===== src/rtl/seven_seg_scan_driver.sv =====
// Four-digit multiplexed seven-segment driver with dead-time blanking between
// digits, frame-coherent shadow registers and optional leading-zero blanking.
module seven_seg_scan_driver #(
  parameter int unsigned DEAD_CYCLES = 500
) (
  input  logic        clk,
  input  logic        reset,
  input  logic        refresh_clk,
  input  logic        en,
  input  logic [15:0] value,
  input  logic [3:0]  dp_in,
  input  logic        lz_en,
  output logic [3:0]  an,
  output logic [6:0]  seg,
  output logic        dp,
  output logic [1:0]  digit_idx
);

  localparam int unsigned CNT_W = (DEAD_CYCLES < 1) ? 1 : $clog2(DEAD_CYCLES + 1);
  localparam logic [CNT_W-1:0] DEAD_LOAD = CNT_W'(DEAD_CYCLES);
  localparam logic [CNT_W-1:0] CNT_ONE   = CNT_W'(1);

  typedef enum logic [1:0] {
    IDLE  = 2'd0,
    BLANK = 2'd1,
    DRIVE = 2'd2
  } state_e;

  state_e            state_q, state_d;
  logic [1:0]        idx_q, idx_d;
  logic [CNT_W-1:0]  cnt_q, cnt_d;
  logic              refresh_prev_q;
  logic [15:0]       sh_value_q, sh_value_d;
  logic [3:0]        sh_dp_q, sh_dp_d;
  logic              sh_lz_q, sh_lz_d;
  logic [3:0]        an_q, an_d;
  logic [6:0]        seg_q, seg_d;
  logic              dp_q, dp_d;

  logic              tick_c;
  logic [3:0]        nibble_c;
  logic              zero_above_c;

  // Active-low gfedcba font
  function automatic logic [6:0] hex_font(input logic [3:0] n);
    logic [6:0] f;
    case (n)
      4'h0: f = 7'h40;
      4'h1: f = 7'h79;
      4'h2: f = 7'h24;
      4'h3: f = 7'h30;
      4'h4: f = 7'h19;
      4'h5: f = 7'h12;
      4'h6: f = 7'h02;
      4'h7: f = 7'h78;
      4'h8: f = 7'h00;
      4'h9: f = 7'h10;
      4'hA: f = 7'h08;
      4'hB: f = 7'h03;
      4'hC: f = 7'h46;
      4'hD: f = 7'h21;
      4'hE: f = 7'h06;
      default: f = 7'h0E;
    endcase
    return f;
  endfunction

  assign tick_c = refresh_clk & ~refresh_prev_q;

  // Next-state: scan sequencing, dead-time counter and shadow reloads
  always_comb begin
    state_d    = state_q;
    idx_d      = idx_q;
    cnt_d      = cnt_q;
    sh_value_d = sh_value_q;
    sh_dp_d    = sh_dp_q;
    sh_lz_d    = sh_lz_q;

    if (!en) begin
      state_d = IDLE;
      idx_d   = 2'd0;
      cnt_d   = '0;
    end else begin
      case (state_q)
        IDLE: begin
          if (tick_c) begin
            state_d    = BLANK;
            idx_d      = 2'd0;
            cnt_d      = DEAD_LOAD;
            sh_value_d = value;
            sh_dp_d    = dp_in;
            sh_lz_d    = lz_en;
          end
        end
        BLANK, DRIVE: begin
          if (tick_c) begin
            // A tick always wins, even on the expiry cycle
            state_d = BLANK;
            idx_d   = idx_q + 2'd1;
            cnt_d   = DEAD_LOAD;
            if (idx_q == 2'd3) begin
              sh_value_d = value;
              sh_dp_d    = dp_in;
              sh_lz_d    = lz_en;
            end
          end else if (state_q == BLANK) begin
            if (cnt_q <= CNT_ONE) begin
              state_d = DRIVE;
              cnt_d   = '0;
            end else begin
              cnt_d = cnt_q - CNT_ONE;
            end
          end
        end
        default: begin
          state_d = IDLE;
          idx_d   = 2'd0;
          cnt_d   = '0;
        end
      endcase
    end
  end

  // Output decode from next-state values so the pins are registered
  always_comb begin
    an_d         = 4'b1111;
    seg_d        = 7'h7F;
    dp_d         = 1'b1;
    nibble_c     = sh_value_d[{idx_d, 2'b00} +: 4];
    zero_above_c = 1'b0;

    case (idx_d)
      2'd3:    zero_above_c = (sh_value_d[15:12] == 4'h0);
      2'd2:    zero_above_c = (sh_value_d[15:8] == 8'h00);
      2'd1:    zero_above_c = (sh_value_d[15:4] == 12'h000);
      default: zero_above_c = 1'b0;
    endcase

    if (state_d == DRIVE) begin
      case (idx_d)
        2'd0:    an_d = 4'b1110;
        2'd1:    an_d = 4'b1101;
        2'd2:    an_d = 4'b1011;
        default: an_d = 4'b0111;
      endcase
      seg_d = (sh_lz_d && zero_above_c) ? 7'h7F : hex_font(nibble_c);
      dp_d  = ~sh_dp_d[idx_d];
    end
  end

  always_ff @(posedge clk) begin
    if (reset) begin
      state_q        <= IDLE;
      idx_q          <= 2'd0;
      cnt_q          <= '0;
      refresh_prev_q <= 1'b0;
      sh_value_q     <= 16'h0000;
      sh_dp_q        <= 4'h0;
      sh_lz_q        <= 1'b0;
      an_q           <= 4'b1111;
      seg_q          <= 7'h7F;
      dp_q           <= 1'b1;
    end else begin
      state_q        <= state_d;
      idx_q          <= idx_d;
      cnt_q          <= cnt_d;
      refresh_prev_q <= refresh_clk;
      sh_value_q     <= sh_value_d;
      sh_dp_q        <= sh_dp_d;
      sh_lz_q        <= sh_lz_d;
      an_q           <= an_d;
      seg_q          <= seg_d;
      dp_q           <= dp_d;
    end
  end

  assign an        = an_q;
  assign seg       = seg_q;
  assign dp        = dp_q;
  assign digit_idx = idx_q;

endmodule


===== config.mk =====
export PLATFORM = sky130hd
export DESIGN_NAME = seven_seg_scan_driver
export DESIGN_NICKNAME = d
export VERILOG_FILES = /design/src/rtl/seven_seg_scan_driver.sv
export SDC_FILE = /design/constraint.sdc
export NUM_CORES = 1
export LEC_CHECK = 0
export BUFFER_PORTS_ARGS = -buffer_cell sky130_fd_sc_hd__buf_2
export CAP_MARGIN = 20
export CORE_UTILIZATION = 46
export CTS_BUF_LIST = sky130_fd_sc_hd__clkbuf_8
export DETAILED_ROUTE_END_ITERATION = 8
export GPL_TIMING_DRIVEN = 0
export PLACE_DENSITY = 0.67
export RECOVER_POWER = 50
export SLEW_MARGIN = 20
export SYNTH_ARGS = -nofsm -noshare
export SYNTH_HDL_FRONTEND = slang
export SYNTH_SLANG_ARGS = --single-unit

===== constraint.sdc =====
create_clock -name clk -period 3.1 [get_ports clk]
set_input_delay 0.465 -clock clk [delete_from_list [all_inputs] [get_ports clk]]
set_output_delay 0.465 -clock clk [all_outputs]
set_load 0.01 [all_outputs]

==> flow_results.xml, run 1 <==
<?xml version="1.0" encoding="UTF-8"?>
<metrics>
  <group name="status">
    <metric name="run_status" unit="">complete, no violations</metric>
  </group>
  <group name="synthesis">
    <metric name="synth_top_family_by_area" unit="">compound AO/OA/AOI/OAI gates</metric>
    <metric name="synth-async-reset-ratio" unit="%">0</metric>
    <metric name="syn_area" unit="µm²">2430</metric>
    <metric name="post_synthesis_instance_total" unit="">277</metric>
    <metric name="area_share_of_and_or_nand_nor_cells_after_synthesis" unit="%">21.6</metric>
    <metric name="compound_cell_area_share_of_the_yosys_netlist" unit="%">24.4</metric>
    <metric name="post_synth_fa_ha_maj_area_fraction" unit="%">6.17</metric>
    <metric name="muxShareOfSynthArea" unit="%">2.21</metric>
    <metric name="xor_xnor_fraction_of_synth_area" unit="%">1.08</metric>
    <metric name="synthesis.yosys.warnings" unit="">0</metric>
    <metric name="seq_area_frac_synth" unit="%">38.7</metric>
    <metric name="synth_ff_type" unit="">sky130_fd_sc_hd__dfxtp_1</metric>
    <metric name="synth.net_count" unit="">314</metric>
    <metric name="ys_ff_latch" unit="">47</metric>
    <metric name="netlist-cell-type-count" unit="">54</metric>
    <metric name="postSynthAreaPerCell" unit="µm²">8.79</metric>
    <metric name="count_of_flip_flops_with_a_built_in_enable_after_synthesis" unit="">0</metric>
  </group>
  <group name="cts">
    <metric name="clock_sink_count" unit="">47</metric>
    <metric name="worst_skew_pair.late_latency" unit="ns">0.31</metric>
    <metric name="cts.reportedPaths.clkPinSlew" unit="ns">0.09</metric>
    <metric name="tritoncts" unit="">done</metric>
    <metric name="cts_h_tree_depth" unit="">2</metric>
    <metric name="tritoncts.num_buffers" unit="">5</metric>
    <metric name="clock-root-buffer" unit="">sky130_fd_sc_hd__clkbuf_8</metric>
    <metric name="clk_path_buf_depth" unit="">2</metric>
  </group>
  <group name="pwr">
    <metric name="peak_supply_drop" unit="V">0.000227</metric>
    <metric name="power_report.internal_total" unit="µW">875</metric>
    <metric name="seq_power_share" unit="%">51.4</metric>
    <metric name="share_comb_of_total_power" unit="%">18.0</metric>
    <metric name="clock_power_share" unit="%">30.6</metric>
    <metric name="net-switching-power" unit="µW">358</metric>
    <metric name="power_density" unit="nW/µm²">427</metric>
    <metric name="switching_share" unit="%">29.0</metric>
    <metric name="total_leakage_power" unit="µW">0.00113</metric>
  </group>
  <group name="route">
    <metric name="num_vias" unit="">2226</metric>
    <metric name="wirelength" unit="mm">5.66</metric>
    <metric name="drt_iter0_markers" unit="">82</metric>
    <metric name="ant_nets" unit="">0</metric>
    <metric name="drc_errors" unit="">0</metric>
    <metric name="drt-wirelength-per-cell" unit="µm">14.2</metric>
    <metric name="viasPerCell" unit="">5.58</metric>
    <metric name="drt-pass1-iter-count" unit="">4</metric>
  </group>
  <group name="hold_path">
    <metric name="hold-path-endpoint" unit="">refresh_prev_q$_SDFF_PP0_</metric>
    <metric name="worst_hold_path.num_cells" unit="">2</metric>
    <metric name="worstHoldStart" unit="">refresh_clk</metric>
    <metric name="holdCritPathClass" unit="">in2reg</metric>
  </group>
  <group name="cells_and_area">
    <metric name="highest_count_cells_in_the_layout_ignoring_fill_and_taps" unit="">sky130_fd_sc_hd__dfxtp_1 (46), sky130_fd_sc_hd__nor2_1 (42), sky130_fd_sc_hd__buf_2 (25)</metric>
    <metric name="nNetsFinal" unit="">365</metric>
    <metric name="layout.cells.most_common" unit="">sky130_fd_sc_hd__dfxtp_1</metric>
    <metric name="synthToLayoutAreaGrowth" unit="%">18.7</metric>
    <metric name="final_layout_size_suffix_gt1_share" unit="%">22.8</metric>
    <metric name="num_antenna_cells" unit="">0</metric>
  </group>
  <group name="grt">
    <metric name="pin_count_of_the_biggest_net_entering_global_routing" unit="">16</metric>
    <metric name="first_global_vias" unit="">2010</metric>
    <metric name="number_of_antenna_violations_at_the_first_check_in_global_routing" unit="">0</metric>
    <metric name="grt_pass1_wl" unit="mm">9.40</metric>
    <metric name="globalRouteOverflowTotal" unit="">0</metric>
    <metric name="aggregate_global_route_resource_usage" unit="%">22.0</metric>
  </group>
  <group name="setup_path">
    <metric name="ordered_cell_list_for_the_critical_path" unit="">inv_1 &gt; ha_1 &gt; buf_2 &gt; a211o_1 &gt; buf_6 &gt; buf_6 &gt; a32oi_2 &gt; o22ai_1 &gt; nor2_2 &gt; inv_1 &gt; ha_1 &gt; nor2b_1 &gt; a2111oi_1 &gt; o21ai_1</metric>
    <metric name="crit-reg2reg-capture" unit="">seg[3]$_SDFF_PP1_</metric>
    <metric name="data_arrival_time_of_the_worst_path" unit="ns">3.15</metric>
    <metric name="critical_path_peak_fanout" unit="">10</metric>
    <metric name="worst-endpoint-required" unit="ns">3.30</metric>
    <metric name="critical-path-top-delay-family" unit="">compound AO/OA/AOI/OAI gates</metric>
    <metric name="reg2reg_setup_slack" unit="ns">0.15</metric>
    <metric name="critPathBufInv" unit="">5</metric>
    <metric name="slowest_stage" unit="">sky130_fd_sc_hd__dfxtp_1</metric>
    <metric name="critPathLaunchType" unit="">flop</metric>
    <metric name="critical_path_class" unit="">reg2reg</metric>
    <metric name="reg2reg_depth" unit="">14</metric>
    <metric name="worst_path_largest_cell_delay" unit="ns">0.36</metric>
    <metric name="crit_path_end_kind" unit="">flop</metric>
    <metric name="worstReg2RegStart" unit="">state_q[1]$_SDFF_PP0_</metric>
  </group>
  <group name="sta">
    <metric name="setup_violations" unit="">0</metric>
    <metric name="max_clock_freq" unit="MHz">339</metric>
    <metric name="transition_time_of_the_tightest_slew_check_pin" unit="ns">0.685</metric>
    <metric name="hold-worst-slack" unit="ns">0.389</metric>
    <metric name="worst_clock_skew" unit="ns">0.00410</metric>
    <metric name="slew_headroom" unit="%">54.0</metric>
    <metric name="final_hold_violating_endpoints" unit="">0</metric>
    <metric name="drv_slew" unit="">0</metric>
    <metric name="final_period_util" unit="%">95.1</metric>
    <metric name="fin_setup_tns" unit="ns">0</metric>
    <metric name="finalWorstPathRequiredPeriod" unit="ns">2.95</metric>
  </group>
  <group name="floorplanning">
    <metric name="starting_density_of_the_core" unit="%">47.6</metric>
    <metric name="die-area" unit="µm²">5590</metric>
    <metric name="floorplan.die.width" unit="µm">74.7</metric>
    <metric name="ioPinCount" unit="">39</metric>
    <metric name="std_cell_rows" unit="">26</metric>
    <metric name="die_height" unit="µm">74.7</metric>
    <metric name="core_box_area" unit="µm²">5110</metric>
  </group>
  <group name="placed_design">
    <metric name="hpwl" unit="mm">4.00</metric>
    <metric name="gp_routability_congestion" unit="">0.851</metric>
    <metric name="buffer_ports.inserted" unit="">37</metric>
  </group>
  <group name="flow_run">
    <metric name="max_cap_violations" unit="">0</metric>
  </group>
</metrics>
## state kept, by name, summed over array words and instances, names as in the netlist
name	cells
cnt_q	9
sh_value_q	16
an	4
refresh_prev_q	1
sh_dp_q	4
dp	1
sh_lz_q	1
digit_idx	2
seg	7
state_q	2
## logic make-up (layout without fill, tap and decap cells)
kind of cell / count (synthesis) / in the layout
flops: 47 / 47
xor+xnor: 3 / 3
simple gates: 104 / 104
buf+inv: 26 / 78
compound gates: 81 / 81
mux: 4 / 4
fa+ha+maj: 12 / 12
## how the worst max path moves through the flow
stage,from,endpoint,cells after the start
finish,state_q[1]$_SDFF_PP0_,seg[3]$_SDFF_PP1_,14
global route,state_q[1]$_SDFF_PP0_,seg[3]$_SDFF_PP1_,14
CTS,state_q[0]$_SDFF_PP0_,seg[3]$_SDFF_PP1_,14
detailed placement,en,seg[3]$_SDFF_PP1_,12
global placement,en,seg[3]$_SDFF_PP1_,12
floorplan,refresh_clk,seg[3]$_SDFF_PP1_,13
## per-stage QoR
step                std cells  util [%]  setup WS [ns]  power, µW  cell area [µm²]
finish                    399      56.6          0.151       1230             2890
CTS                       396      55.8        0.00631       1230             2850
detailed placement        384      53.0         -0.363        851             2710
global placement          384      53.0         -0.384        850             2710
floorplan                 277         -          0.229        799             2430
global route              399      56.6        -0.0107       1290             2890
## synth_stat cells (2+ instances only)
cell                       number  area, µm²
sky130_fd_sc_hd__a21oi_1       10       50.1
sky130_fd_sc_hd__buf_6          5       56.3
sky130_fd_sc_hd__nand2_1       20       75.1
sky130_fd_sc_hd__a31oi_1        3       18.8
sky130_fd_sc_hd__nor4_1         4       25.0
sky130_fd_sc_hd__o41ai_1        3       26.3
sky130_fd_sc_hd__nor2b_1        5       31.3
sky130_fd_sc_hd__or3_1          3       18.8
sky130_fd_sc_hd__buf_2          3       15.0
sky130_fd_sc_hd__xor2_1         2       17.5
sky130_fd_sc_hd__nor2_2         2       12.5
sky130_fd_sc_hd__inv_1         11       41.3
sky130_fd_sc_hd__a22oi_1        9       67.6
sky130_fd_sc_hd__nor2_1        43        161
sky130_fd_sc_hd__o21ai_0       12       60.1
sky130_fd_sc_hd__o22ai_2        2       25.0
sky130_fd_sc_hd__a211oi_1       2       15.0
sky130_fd_sc_hd__a32oi_1       17        149
sky130_fd_sc_hd__nand2b_1       6       37.5
sky130_fd_sc_hd__mux2i_1        2       20.0
sky130_fd_sc_hd__clkbuf_1       5       18.8
sky130_fd_sc_hd__nor3_1         8       40.0
sky130_fd_sc_hd__o22ai_1        7       43.8
sky130_fd_sc_hd__nand3_1        4       20.0
sky130_fd_sc_hd__dfxtp_1       47        941
sky130_fd_sc_hd__ha_1          12        150
sky130_fd_sc_hd__o21ai_1        3       15.0
## final cells by class
class	instances	area, µm²
fillers	524	2220
well taps	70	87.6
multi-input cells	204	1410
repair buffers	44	220
flip-flops and latches	47	942
inverters	12	47.5
clock inverters	3	20.0
clock buffers	5	68.8
plain buffers	14	97.6
## power groups by stage
| stage | logic, µW | registers (µW) | clock network [µW] |
|---|---|---|---|
| after detailed placement | 204 | 647 | 0 |
| after CTS | 213 | 633 | 389 |
| after global placement | 204 | 646 | 0 |
| after global routing | 245 | 636 | 414 |
| final | 222 | 633 | 377 |
| after floorplan | 155 | 644 | 0 |
## what timing repair did
action,CTS,global route
hold buffers,0,0
setup endpoints to repair,4,6
gates resized for setup,6,9
buffers inserted,4,3
pin swaps,3,2
## layer usage
layer | vias up | part of all wire (%) | track usage, %
met5 | - | 0 | 0
met2 | 56 | 45 | 32.9
met3 | 8 | 4.6 | 5.49
met1 | 1036 | 48 | 30.4
li1 | 1126 | - | -
met4 | 0 | 1.6 | 9.01
Note: power is estimated with default switching activity, not from simulation.
==> inputs of run 2 (changes only) <==
--- a/config.mk
+++ b/config.mk
@@ -7,12 +7,12 @@
 export LEC_CHECK = 0
 export BUFFER_PORTS_ARGS = -buffer_cell sky130_fd_sc_hd__buf_2
 export CAP_MARGIN = 20
-export CORE_UTILIZATION = 46
+export CORE_MARGIN = 5
+export CORE_UTILIZATION = 50
 export CTS_BUF_LIST = sky130_fd_sc_hd__clkbuf_8
 export DETAILED_ROUTE_END_ITERATION = 8
 export GPL_TIMING_DRIVEN = 0
-export PLACE_DENSITY = 0.67
-export RECOVER_POWER = 50
+export PLACE_DENSITY = 0.72
 export SLEW_MARGIN = 20
 export SYNTH_ARGS = -nofsm -noshare
 export SYNTH_HDL_FRONTEND = slang
==> run 2 against run 1 <==
Net effect:
- critical path depth is 2 lower
- first-iteration DRC count is 130% higher
- final area rose by 0.95%
- sequential cell count is the same
- maximum frequency rose by 1.8%
- wire length grew 5.5%
- cell count fell by 0.50%
- largest cell class unchanged
- non-clock buffer count rose by 1
- sequential power about the same
- combinational power rose by 3%
==> flow_results.xml, run 2 (same netlist as run 1, synthesis figures left out) <==
<?xml version="1.0" encoding="UTF-8"?>
<metrics>
  <group name="hold_path">
    <metric name="worst_hold_path.num_cells" unit="">2</metric>
    <metric name="holdCritPathClass" unit="">in2reg</metric>
    <metric name="worstHoldStart" unit="">refresh_clk</metric>
    <metric name="hold-path-endpoint" unit="">refresh_prev_q$_SDFF_PP0_</metric>
  </group>
  <group name="floorplanning">
    <metric name="std_cell_rows" unit="">25</metric>
    <metric name="die-area" unit="µm²">6360</metric>
    <metric name="ioPinCount" unit="">39</metric>
    <metric name="core_box_area" unit="µm²">4720</metric>
    <metric name="die_height" unit="µm">79.8</metric>
    <metric name="starting_density_of_the_core" unit="%">51.5</metric>
    <metric name="floorplan.die.width" unit="µm">79.8</metric>
  </group>
  <group name="setup_path">
    <metric name="worst-endpoint-required" unit="ns">3.30</metric>
    <metric name="worst_setup_path_startpoint" unit="">refresh_prev_q$_SDFF_PP0_</metric>
    <metric name="crit_path_end_kind" unit="">flop</metric>
    <metric name="crit-reg2reg-capture" unit="">seg[3]$_SDFF_PP1_</metric>
    <metric name="critPathLaunchType" unit="">flop</metric>
    <metric name="critical_path_class" unit="">reg2reg</metric>
    <metric name="critical_path_peak_fanout" unit="">7</metric>
    <metric name="ordered_cell_list_for_the_critical_path" unit="">nor2b_4 &gt; inv_4 &gt; ha_1 &gt; nand2b_1 &gt; a21o_1 &gt; or2_2 &gt; o22ai_1 &gt; nor2_2 &gt; buf_4 &gt; ha_1 &gt; a2111oi_2 &gt; o21ai_1</metric>
    <metric name="reg2reg_setup_slack" unit="ns">0.20</metric>
    <metric name="cpMostUsedCell" unit="">sky130_fd_sc_hd__ha_1</metric>
    <metric name="slowest_stage" unit="">sky130_fd_sc_hd__or2_2</metric>
    <metric name="worstReg2RegStart" unit="">refresh_prev_q$_SDFF_PP0_</metric>
    <metric name="reg2reg_depth" unit="">12</metric>
    <metric name="data_arrival_time_of_the_worst_path" unit="ns">3.09</metric>
    <metric name="worst_path_largest_cell_delay" unit="ns">0.36</metric>
  </group>
  <group name="route">
    <metric name="drt_iter0_markers" unit="">188</metric>
    <metric name="num_vias" unit="">2261</metric>
    <metric name="drc_errors" unit="">0</metric>
    <metric name="ant_nets" unit="">0</metric>
    <metric name="drt-wirelength-per-cell" unit="µm">15.0</metric>
    <metric name="viasPerCell" unit="">5.70</metric>
    <metric name="drt-pass1-iter-count" unit="">4</metric>
    <metric name="wirelength" unit="mm">5.96</metric>
  </group>
  <group name="cts">
    <metric name="worst_skew_pair.late_latency" unit="ns">0.30</metric>
    <metric name="cts_h_tree_depth" unit="">2</metric>
    <metric name="tritoncts" unit="">done</metric>
    <metric name="clk_path_buf_depth" unit="">2</metric>
    <metric name="cts.reportedPaths.clkPinSlew" unit="ns">0.09</metric>
    <metric name="cts-hold-fix-buffers" unit="">0</metric>
    <metric name="clock-root-buffer" unit="">sky130_fd_sc_hd__clkbuf_8</metric>
    <metric name="tritoncts.num_buffers" unit="">5</metric>
    <metric name="clock_sink_count" unit="">47</metric>
  </group>
  <group name="sta">
    <metric name="setup_violations" unit="">0</metric>
    <metric name="post-route-worst-setup-slack" unit="ns">0.204</metric>
    <metric name="slew_headroom" unit="%">54.2</metric>
    <metric name="finalWorstPathRequiredPeriod" unit="ns">2.90</metric>
    <metric name="max_clock_freq" unit="MHz">345</metric>
    <metric name="worst_clock_skew" unit="ns">0.00752</metric>
    <metric name="drv_slew" unit="">0</metric>
    <metric name="transition_time_of_the_tightest_slew_check_pin" unit="ns">0.681</metric>
    <metric name="final_period_util" unit="%">93.4</metric>
    <metric name="final_hold_violating_endpoints" unit="">0</metric>
  </group>
  <group name="cells_and_area">
    <metric name="register_name_with_the_most_flops" unit="">sh_value_q</metric>
    <metric name="finalInstanceArea" unit="µm²">2920</metric>
    <metric name="nNetsFinal" unit="">366</metric>
    <metric name="largest_register_ff_count" unit="">16</metric>
    <metric name="synthToLayoutAreaGrowth" unit="%">19.8</metric>
    <metric name="final_layout_size_suffix_gt1_share" unit="%">27.6</metric>
    <metric name="highest_count_cells_in_the_layout_ignoring_fill_and_taps" unit="">sky130_fd_sc_hd__dfxtp_1 (45), sky130_fd_sc_hd__nor2_1 (42), sky130_fd_sc_hd__buf_2 (38)</metric>
    <metric name="layout.cells.most_common" unit="">sky130_fd_sc_hd__dfxtp_1</metric>
    <metric name="final.fill_count" unit="">435</metric>
    <metric name="num_antenna_cells" unit="">0</metric>
  </group>
  <group name="flow_run">
    <metric name="max_cap_violations" unit="">0</metric>
  </group>
  <group name="grt">
    <metric name="number_of_antenna_violations_at_the_first_check_in_global_routing" unit="">0</metric>
    <metric name="first_global_vias" unit="">2146</metric>
    <metric name="grt_pass1_wl" unit="mm">9.82</metric>
    <metric name="aggregate_global_route_resource_usage" unit="%">19.2</metric>
    <metric name="pin_count_of_the_biggest_net_entering_global_routing" unit="">15</metric>
    <metric name="globalRouteOverflowTotal" unit="">0</metric>
  </group>
  <group name="placed_design">
    <metric name="hpwl" unit="mm">4.14</metric>
    <metric name="gp_routability_congestion" unit="">0.921</metric>
    <metric name="detailedPlace.worstSlack" unit="ns">-0.368</metric>
    <metric name="buffer_ports.inserted" unit="">37</metric>
    <metric name="postPlaceCellArea" unit="µm²">2700</metric>
  </group>
  <group name="pwr">
    <metric name="total_leakage_power" unit="µW">0.00117</metric>
    <metric name="peak_supply_drop" unit="V">0.000224</metric>
    <metric name="total_power" unit="µW">1230</metric>
    <metric name="power_density" unit="nW/µm²">422</metric>
  </group>
  <group name="status">
    <metric name="run_status" unit="">complete, no violations</metric>
  </group>
</metrics>
[run 2: routing by layer]
layer  part of all wire [%]  up-vias  wire [µm]  global-route usage (%)
li1                       -     1122          -                       -
met1                     45     1064       2710                    24.6
met2                     48       71       2870                    32.6
met3                    5.7        4        338                    3.72
met4                   0.80        0         48                    6.08
met5                      0        -          0                       0
[run 2: cell type report]
type	instances	area, µm²	share of cell area [%]
Clock buffer	5	68.8	2.36
Multi-Input combinational cell	204	1410	48.4
Buffer	14	100	3.43
Sequential cell	47	943	32.3
Timing Repair Buffer	45	245	8.41
Inverter	12	47.5	1.63
Tap cell	67	83.8	2.87
Clock inverter	3	16.3	0.558
[run 2: how the worst max path moves through the flow]
stage,to,slack [ns],depth (start not counted)
2_1_floorplan,seg[3]$_SDFF_PP1_,0.23,13
3_3_place_gp,seg[3]$_SDFF_PP1_,-0.31,12
3_5_place_dp,seg[3]$_SDFF_PP1_,-0.37,12
4_1_cts,seg[3]$_SDFF_PP1_,0.02,14
5_1_grt,seg[3]$_SDFF_PP1_,-0.004,12
6_report,seg[3]$_SDFF_PP1_,0.20,12
[run 2: report_power, final]
part	switching [µW]	internal, µW	leakage, µW
sequential	12.3	621	0.000383
combinational	130	99.0	0.000738
clock	213	155	0.0000453
total	355	875	0.00117
[run 2: worst max-delay path, delay by kind of cell, from the launching register on]
kind / cells / cell delay (ns)
AO/OA/AOI/OAI: 4 / 0.89
AND/OR/NAND/NOR: 4 / 0.82
adder cells (fa/ha/maj): 2 / 0.53
flip-flops: 1 / 0.33
buffers and inverters: 2 / 0.23
[run 2: timing repair]
action | CTS | global route
endpoints found under the hold margin | 0 | 0
resized for setup | 8 | 9
setup endpoints to repair | 3 | 5
gates cloned | 0 | 0
buffers inserted | 2 | 6
pin swaps | 2 | 2
[run 2: through the flow]
| stage | TNS, ns | std cells | hold slack [ns] | utilization (%) |
|---|---|---|---|---|
| final | 0 | 397 | 0.397 | 61.7 |
| after floorplan | 0 | 277 | 0.454 | - |
| after CTS | 0 | 391 | 0.396 | 60.1 |
| after detailed placement | -0.563 | 381 | 0.480 | 57.2 |
| after global routing | -0.00362 | 397 | 0.401 | 61.7 |
| after global placement | -0.476 | 381 | 0.479 | 57.2 |
==> inputs of run 3 (changes only) <==
--- a/config.mk
+++ b/config.mk
@@ -8,11 +8,11 @@
 export BUFFER_PORTS_ARGS = -buffer_cell sky130_fd_sc_hd__buf_2
 export CAP_MARGIN = 20
 export CORE_MARGIN = 5
-export CORE_UTILIZATION = 50
+export CORE_UTILIZATION = 55
 export CTS_BUF_LIST = sky130_fd_sc_hd__clkbuf_8
 export DETAILED_ROUTE_END_ITERATION = 8
 export GPL_TIMING_DRIVEN = 0
-export PLACE_DENSITY = 0.72
+export PLACE_DENSITY = 0.75
 export SLEW_MARGIN = 20
 export SYNTH_ARGS = -nofsm -noshare
 export SYNTH_HDL_FRONTEND = slang
==> constraint.sdc (replaced) <==
create_clock -name clk -period 3.7 [get_ports clk]
set_input_delay 0.555 -clock clk [delete_from_list [all_inputs] [get_ports clk]]
set_output_delay 0.555 -clock clk [all_outputs]
set_load 0.01 [all_outputs]
==> run 3 against run 2 <==
Net effect:
- combinational power decreased by 24%
- non-clock buffer count decreased by 8
- clock-buffer cell count unchanged
- worst hold slack improved by 0.098 ns
- critical path depth unchanged
- sequential power decreased by 16%
- via count decreased by 1.9%
- maximum frequency decreased by 16%
- sequential share of layout area increased by 1.6 points
- largest cell class unchanged
- worst setup slack improved by 0.049 ns
- clock skew about the same
==> flow_results.xml, run 3 (same netlist as run 1, synthesis figures left out) <==
<?xml version="1.0" encoding="UTF-8"?>
<metrics>
  <group name="status">
    <metric name="run_status" unit="">complete, no violations</metric>
  </group>
  <group name="setup_path">
    <metric name="ordered_cell_list_for_the_critical_path" unit="">ha_1 &gt; nor2b_1 &gt; nand3_2 &gt; buf_2 &gt; a32oi_1 &gt; o22ai_1 &gt; nor2_1 &gt; inv_1 &gt; ha_1 &gt; nor2b_1 &gt; a2111oi_0 &gt; o21ai_0</metric>
    <metric name="data_arrival_time_of_the_worst_path" unit="ns">3.63</metric>
    <metric name="critPathLaunchType" unit="">flop</metric>
    <metric name="crit_path_end_kind" unit="">flop</metric>
    <metric name="worst_path_largest_cell_delay" unit="ns">0.38</metric>
    <metric name="critical_path_class" unit="">reg2reg</metric>
    <metric name="worst-endpoint-required" unit="ns">3.88</metric>
    <metric name="critical_path_peak_fanout" unit="">10</metric>
    <metric name="slowest_stage" unit="">sky130_fd_sc_hd__a2111oi_0</metric>
  </group>
  <group name="placed_design">
    <metric name="buffer_ports.inserted" unit="">37</metric>
    <metric name="gp_routability_congestion" unit="">0.885</metric>
    <metric name="hpwl" unit="mm">4.13</metric>
    <metric name="place.detailed.instances" unit="">366</metric>
  </group>
  <group name="route">
    <metric name="ant_nets" unit="">0</metric>
    <metric name="num_vias" unit="">2219</metric>
    <metric name="drc_errors" unit="">0</metric>
    <metric name="drt_iter0_markers" unit="">98</metric>
    <metric name="wirelength" unit="mm">5.68</metric>
    <metric name="drt-wirelength-per-cell" unit="µm">15.2</metric>
    <metric name="viasPerCell" unit="">5.93</metric>
    <metric name="drt-pass1-iter-count" unit="">5</metric>
  </group>
  <group name="floorplanning">
    <metric name="die-area" unit="µm²">5860</metric>
    <metric name="die_height" unit="µm">76.5</metric>
    <metric name="ioPinCount" unit="">39</metric>
    <metric name="std_cell_rows" unit="">24</metric>
    <metric name="floorplan.die.width" unit="µm">76.5</metric>
    <metric name="core_box_area" unit="µm²">4320</metric>
    <metric name="starting_density_of_the_core" unit="%">56.3</metric>
  </group>
  <group name="sta">
    <metric name="slew_headroom" unit="%">55.8</metric>
    <metric name="fin_setup_tns" unit="ns">0</metric>
    <metric name="final_hold_violating_endpoints" unit="">0</metric>
    <metric name="transition_time_of_the_tightest_slew_check_pin" unit="ns">0.657</metric>
    <metric name="setup_violations" unit="">0</metric>
    <metric name="grt_setup_unrepaired" unit="">false</metric>
    <metric name="finalWorstPathRequiredPeriod" unit="ns">3.45</metric>
    <metric name="final_period_util" unit="%">93.2</metric>
    <metric name="drv_slew" unit="">0</metric>
    <metric name="worst_clock_skew" unit="ns">0.00769</metric>
    <metric name="max_clock_freq" unit="MHz">290</metric>
  </group>
  <group name="hold_path">
    <metric name="holdCritPathClass" unit="">in2reg</metric>
  </group>
  <group name="cts">
    <metric name="worst_skew_pair.late_latency" unit="ns">0.30</metric>
    <metric name="tritoncts" unit="">done</metric>
    <metric name="cts.repair.resized" unit="">0</metric>
    <metric name="clock_sink_count" unit="">47</metric>
    <metric name="cts_setup_buffers" unit="">0</metric>
    <metric name="clock-root-buffer" unit="">sky130_fd_sc_hd__clkbuf_8</metric>
    <metric name="cts_h_tree_depth" unit="">2</metric>
    <metric name="tritoncts.num_buffers" unit="">5</metric>
    <metric name="cts-hold-fix-buffers" unit="">0</metric>
    <metric name="cts.reportedPaths.clkPinSlew" unit="ns">0.09</metric>
    <metric name="clk_path_buf_depth" unit="">2</metric>
  </group>
  <group name="pwr">
    <metric name="peak_supply_drop" unit="V">0.000220</metric>
    <metric name="total_leakage_power" unit="µW">0.00112</metric>
    <metric name="power_density" unit="nW/µm²">362</metric>
  </group>
  <group name="cells_and_area">
    <metric name="layout.cells.most_common" unit="">sky130_fd_sc_hd__dfxtp_1</metric>
    <metric name="final.fill_count" unit="">406</metric>
    <metric name="highest_count_cells_in_the_layout_ignoring_fill_and_taps" unit="">sky130_fd_sc_hd__dfxtp_1 (47), sky130_fd_sc_hd__nor2_1 (43), sky130_fd_sc_hd__buf_2 (40)</metric>
    <metric name="layout.area.seq" unit="µm²">941</metric>
    <metric name="synthToLayoutAreaGrowth" unit="%">14.0</metric>
    <metric name="nNetsFinal" unit="">358</metric>
    <metric name="register_name_with_the_most_flops" unit="">sh_value_q</metric>
    <metric name="utilization" unit="%">64.1</metric>
    <metric name="largest_register_ff_count" unit="">16</metric>
    <metric name="num_antenna_cells" unit="">0</metric>
    <metric name="final-instance-count-excl-fill" unit="">374</metric>
    <metric name="final_layout_size_suffix_gt1_share" unit="%">22.7</metric>
    <metric name="multiInputGateArea" unit="µm²">1360</metric>
  </group>
  <group name="grt">
    <metric name="number_of_antenna_violations_at_the_first_check_in_global_routing" unit="">0</metric>
    <metric name="globalRouteOverflowTotal" unit="">0</metric>
    <metric name="first_global_vias" unit="">2037</metric>
    <metric name="pin_count_of_the_biggest_net_entering_global_routing" unit="">15</metric>
    <metric name="grt_pass1_wl" unit="mm">9.53</metric>
    <metric name="aggregate_global_route_resource_usage" unit="%">19.4</metric>
  </group>
  <group name="flow_run">
    <metric name="max_cap_violations" unit="">0</metric>
  </group>
</metrics>
## run 3: cell types whose count changed in the layout (fill, tap and decap cells not counted), sizes merged
cell / before / now
clkbuf: 13 / 11
buf: 51 / 45
## run 3: path summary, 6_finish.rpt
| kind | start | endpoint | slack (ns) | cells past startpoint |
|---|---|---|---|---|
| worst max-delay path | state_q[0]$_SDFF_PP0_ | seg[3]$_SDFF_PP1_ | 0.25 | 12 |
| worst max register to register | state_q[0]$_SDFF_PP0_ | seg[3]$_SDFF_PP1_ | 0.25 | 12 |
| worst min-delay path | refresh_clk | refresh_prev_q$_SDFF_PP0_ | 0.50 | 2 |
| worst min register to register | sh_dp_q[1]$_SDFF_PP0_ | sh_dp_q[1]$_SDFF_PP0_ | 0.50 | 2 |
## run 3: cell type report
class	count	area share (%)
plain buffers	14	3.43
clock buffers	5	2.48
clock inverters	3	0.586
inverters	12	1.71
multi-input cells	204	48.8
flip-flops and latches	47	33.9
well taps	52	2.35
repair buffers	37	6.68
## run 3: worst max-delay path, delay by kind of cell, from the launching register on
| kind | cells | cell delay (ns) |
|---|---|---|
| AND/OR/NAND/NOR | 4 | 1.06 |
| AO/OA/AOI/OAI | 4 | 1.01 |
| buffers and inverters | 2 | 0.43 |
| flip-flops | 1 | 0.34 |
| adder cells (fa/ha/maj) | 2 | 0.49 |
## run 3: metrics by stage
stage	cell area [µm²]	power, µW	hold WS, ns	setup slack [ns]
after floorplan	2430	669	0.454	0.739
after global placement	2680	711	0.478	0.200
after detailed placement	2680	714	0.491	0.131
after CTS	2770	1010	0.479	0.184
after global routing	2770	1060	0.482	0.0197
final	2770	1010	0.495	0.253
## run 3: metal layers
metal  up-vias  global-route usage [%]  wire (µm)
met1      1029                    26.2       2560
met4         0                    5.77         57
li1       1102                       -          -
met2        81                    30.8       2720
met5         -                       0          0
met3         7                    4.26        353
## run 3: report_power, final
group | switching (µW) | internal, µW | leakage, µW | total (µW)
Clock | 171 | 130 | 0.0000453 | 300
Combinational | 102 | 73.0 | 0.000690 | 175
Sequential | 9.71 | 520 | 0.000382 | 530
Total | 282 | 723 | 0.00112 | 1010
